**config.mk**
```make
export PLATFORM = sky130hd
export DESIGN_NAME = tcdm_master_buf
export DESIGN_NICKNAME = d
export VERILOG_FILES = /design/src/rtl/tcdm_master_buf.sv
export SDC_FILE = /design/constraint.sdc
export NUM_CORES = 1
export LEC_CHECK = 0
export CAP_MARGIN = 25
export CELL_PAD_IN_SITES_DETAIL_PLACEMENT = 0
export CELL_PAD_IN_SITES_GLOBAL_PLACEMENT = 2
export CORE_ASPECT_RATIO = 1.4
export CORE_MARGIN = 2
export CORE_UTILIZATION = 34
export DETAILED_ROUTE_END_ITERATION = 10
export PLACE_DENSITY = 0.95
export SETUP_SLACK_MARGIN = 0.05
export SLEW_MARGIN = 20
export SYNTH_ARGS = -nofsm -noshare
export SYNTH_HDL_FRONTEND = slang
export SYNTH_SLANG_ARGS = --single-unit
export TNS_END_PERCENT = 30
```
**constraint.sdc**
```tcl
create_clock -name clk_i -period 7.5 [get_ports clk_i]
set_input_delay 1.125 -clock clk_i [delete_from_list [all_inputs] [get_ports clk_i]]
set_output_delay 1.125 -clock clk_i [all_outputs]
set_load 0.1 [all_outputs]
```
**src/rtl/tcdm_master_buf.sv**
```systemverilog
// Elastic request buffer in front of one butterfly-network master port.
// Core requests are queued in a small circular FIFO; network responses are registered once.
module tcdm_master_buf #(
  parameter int unsigned AddrWidth = 5,
  parameter int unsigned DataWidth = 32,
  parameter int unsigned Depth     = 2
) (
  input  logic                       clk_i,
  input  logic                       rst_ni,
  // core side
  input  logic                       req_i,
  output logic                       gnt_o,
  input  logic [AddrWidth-1:0]       add_i,
  input  logic                       wen_i,
  input  logic [DataWidth-1:0]       data_i,
  output logic [DataWidth-1:0]       rdata_o,
  output logic                       vld_o,
  // network side
  output logic                       req_o,
  input  logic                       gnt_i,
  output logic [AddrWidth-1:0]       add_o,
  output logic                       wen_o,
  output logic [DataWidth-1:0]       data_o,
  input  logic [DataWidth-1:0]       rdata_i,
  input  logic                       vld_i,
  output logic [$clog2(Depth):0]     usage_o
);

  localparam int unsigned PtrWidth   = $clog2(Depth);
  localparam int unsigned UsageWidth = PtrWidth + 1;

  logic [AddrWidth-1:0]  add_mem  [Depth];
  logic                  wen_mem  [Depth];
  logic [DataWidth-1:0]  data_mem [Depth];

  logic [PtrWidth-1:0]   rd_ptr, wr_ptr;
  logic [UsageWidth-1:0] usage;
  logic                  push, pop;

  // Flow control depends on registered occupancy only, so gnt_i never reaches gnt_o.
  assign gnt_o   = (usage != UsageWidth'(Depth));
  assign req_o   = (usage != '0);
  assign push    = req_i & gnt_o;
  assign pop     = req_o & gnt_i;
  assign usage_o = usage;

  assign add_o  = add_mem[rd_ptr];
  assign wen_o  = wen_mem[rd_ptr];
  assign data_o = data_mem[rd_ptr];

  // Storage carries no reset: head contents are only meaningful while req_o is high.
  always_ff @(posedge clk_i) begin
    if (push) begin
      add_mem[wr_ptr]  <= add_i;
      wen_mem[wr_ptr]  <= wen_i;
      data_mem[wr_ptr] <= data_i;
    end
  end

  // Power-of-two depth lets the pointers wrap by natural overflow.
  always_ff @(posedge clk_i or negedge rst_ni) begin
    if (!rst_ni) begin
      rd_ptr <= '0;
      wr_ptr <= '0;
      usage  <= '0;
    end else begin
      if (push) wr_ptr <= wr_ptr + 1'b1;
      if (pop)  rd_ptr <= rd_ptr + 1'b1;
      case ({push, pop})
        2'b10:   usage <= usage + 1'b1;
        2'b01:   usage <= usage - 1'b1;
        default: usage <= usage;
      endcase
    end
  end

  always_ff @(posedge clk_i or negedge rst_ni) begin
    if (!rst_ni) begin
      vld_o   <= 1'b0;
      rdata_o <= '0;
    end else begin
      vld_o <= vld_i;
      if (vld_i) rdata_o <= rdata_i;
    end
  end

endmodule

```
==> results.yml <==
cells_and_area:
  fin_area_mm2: 0.00650
  area_growth_pct: 54.5
  nFillCells: 991
  most-common-layout-cells: "148 x clkdlybuf4s50_1, 76 x edfxtp_1, 56 x mux2_2"
  drive_gt1_frac: 0.277
  multi_input_area_um2: 930
  fin_nets: 442
  num_antenna_cells: 0
  seq_area_mm2: 0.00321
  final_common_cell: "clkdlybuf4s50_1"
timing:
  skew_ns: 0.00556
  setup_viol_count_final: 0
  worst_pin_slew_ns: 1.00
  fin_ws_ns: 3.48
  fin_crit_ns: 4.02
  timing.fmax_mhz: 249
  period_share: 0.535
  rsz0062_at_grt: "no"
  setup_tns_ns: 0
  maxSlewHeadroom: 0.328
  whs_ns: 0.479
  hold_viol: 0
  drv_slew: 0
worst_setup_path:
  r2r-end: "data_mem[1][6]$_DFFE_PP_"
  arrival_ns: 2.89
  worstRegToRegCells: 2
  required_ns: 6.38
  setup.worst_path.class: "reg -> out"
  critPathLaunchType: "flop"
  crit_start: "rd_ptr$_DFFE_PN0P_"
  critPathMaxFanout: 39
  crit_slowest_cell: "clkdlybuf4s50_1"
  r2r_start: "usage_o[0]$_DFFE_PN0P_"
  critPathCaptureType: "output pin"
  r2r_slack_ns: 5.65
  crit_path_end: "add_o[0]"
  path_cells: "mux2_2, clkdlybuf4s50_1"
  critical-path-max-stage-delay_ns: 1.14
logic_synthesis:
  synth_top_family_by_area: "multiplexers"
  synth_warnings: 0
  syn_avg_cell_area_um2: 20.6
  synth_cell_types: 18
  synthSimpleGateAreaFrac: 0.00922
  synth_fp_nets: 280
  ys_top_cells_by_area: "edfxtp_1 54%, dfrtp_1 22%, mux2_2 15%"
  synthCells: 204
  synth_compound_area_frac: 0
  synth_xor_area_frac: 0.0104
  synth.area.mux_share: 0.196
  synth_fa_ha_area_frac: 0.00297
  synth_top_area_share: 0.542
  netlist_area_mm2: 0.00421
  ys_ff_latch: 113
  synth_top_cell_by_area: "edfxtp_1"
  seq_area_frac_synth: 0.762
place:
  io_buffers: 149
  pre_cts_ws_ns: 3.88
  dp_hpwl_um: 6110
  place_area_mm2: 0.00585
  place_congestion: 0.731
min_path:
  min-delay-path-class: "reg -> reg"
global_routing:
  grt_max_degree: 40
  grt_first_pass_wirelength_um: 13600
  grt_util_all_layers: 0.136
  antenna_found_initial: 0
  overflow: 0
  grt_pass1_vias: 2727
drt:
  num_vias: 2409
  drt_iter0_markers: 42
  vias_per_cell: 4.55
  drtPass1Iterations: 4
  drt-total-wl_um: 8630
  route.detailed.drc: 0
  postRouteAntennaNets: 0
  wl_per_cell_um: 16.3
clock_network:
  cts.sinks: 113
  clock_latency_ns: 0.40
  post_cts_resized: 0
  cts-root-buf: "clkbuf_16"
  cts_tree: "built"
  clockBufferDepth: 2
  cts_post_setup_buffers_inserted: 0
  h-tree-depth: 4
  cts_hold_buf: 0
  numCtsBuffers: 17
  path_clk_slew_ns: 0.05
run:
  max-cap-violations: 0
die:
  die_area_mm2: 0.0133
  fp.dieH_um: 136
  start_util: 0.345
  core_mm2: 0.0122
  num_rows: 48
  die_x_um: 98.0
  pin_count: 150
outcome:
  status: "finished clean"
synthesized netlist by cell type (all sizes together):
cell type / count
edfxtp: 76
mux2: 70
dfrtp: 37
buf: 8
xnor2: 3
nor2: 2
xor2: 2
and2: 1
and3: 1
ha: 1
nand2: 1
nand2b: 1
or2: 1
sequential cells by signal, summed over array words and instances, names as in the netlist:
register  cells
data_mem     64
rdata_o      32
add_mem      10
usage_o       2
wen_mem       2
rd_ptr        1
vld_o         1
wr_ptr        1
worst max-delay path: cells and delay by family, from the launching register on:
family,cells,cell delay (ns)
mux,1,0.31
buf+inv,1,1.14
flops,1,0.99
cell families after synthesis:
family | Yosys count
xor gates and xnor gates | 5
and+or+nand+nor | 7
adders and majority gates | 1
buffers and inverters | 8
DFF | 113
muxes | 70
cell type report:
class                      instances  share of cell area
sequential                       113               0.493
clock inverter                    15              0.0354
clock buffer                      17              0.0654
timing repair buffer             151               0.234
multi-input combinational         83               0.143
tap                              150              0.0289
layer usage:
metal / wire, um / global-route usage
met4: 117 / 0.0602
met2: 4670 / 0.245
met5: 0 / 0
met3: 779 / 0.0609
met1: 3060 / 0.135
stage by stage:
stage          instances   util
2_1_floorplan        204      -
3_3_place_gp         496  0.477
3_5_place_dp         497  0.480
4_1_cts              529  0.533
5_1_grt              529  0.533
6_report             529  0.533
how the worst min path moves through the flow:
stage | startpoint | to | slack [ns] | cells after the start
floorplan | wr_ptr$_DFFE_PN0P_ | wr_ptr$_DFFE_PN0P_ | 0.46 | 1
global placement | rdata_o[18]$_DFFE_PN0P_ | rdata_o[18]$_DFFE_PN0P_ | 0.47 | 1
detailed placement | rdata_o[25]$_DFFE_PN0P_ | rdata_o[25]$_DFFE_PN0P_ | 0.47 | 1
CTS | rdata_o[25]$_DFFE_PN0P_ | rdata_o[25]$_DFFE_PN0P_ | 0.49 | 1
global route | rdata_o[25]$_DFFE_PN0P_ | rdata_o[25]$_DFFE_PN0P_ | 0.49 | 1
finish | rdata_o[25]$_DFFE_PN0P_ | rdata_o[25]$_DFFE_PN0P_ | 0.48 | 1
Power is left out: the tool's default activity adds up to more than one toggle a clock period on the data nets, which glitch-free logic cannot reach.
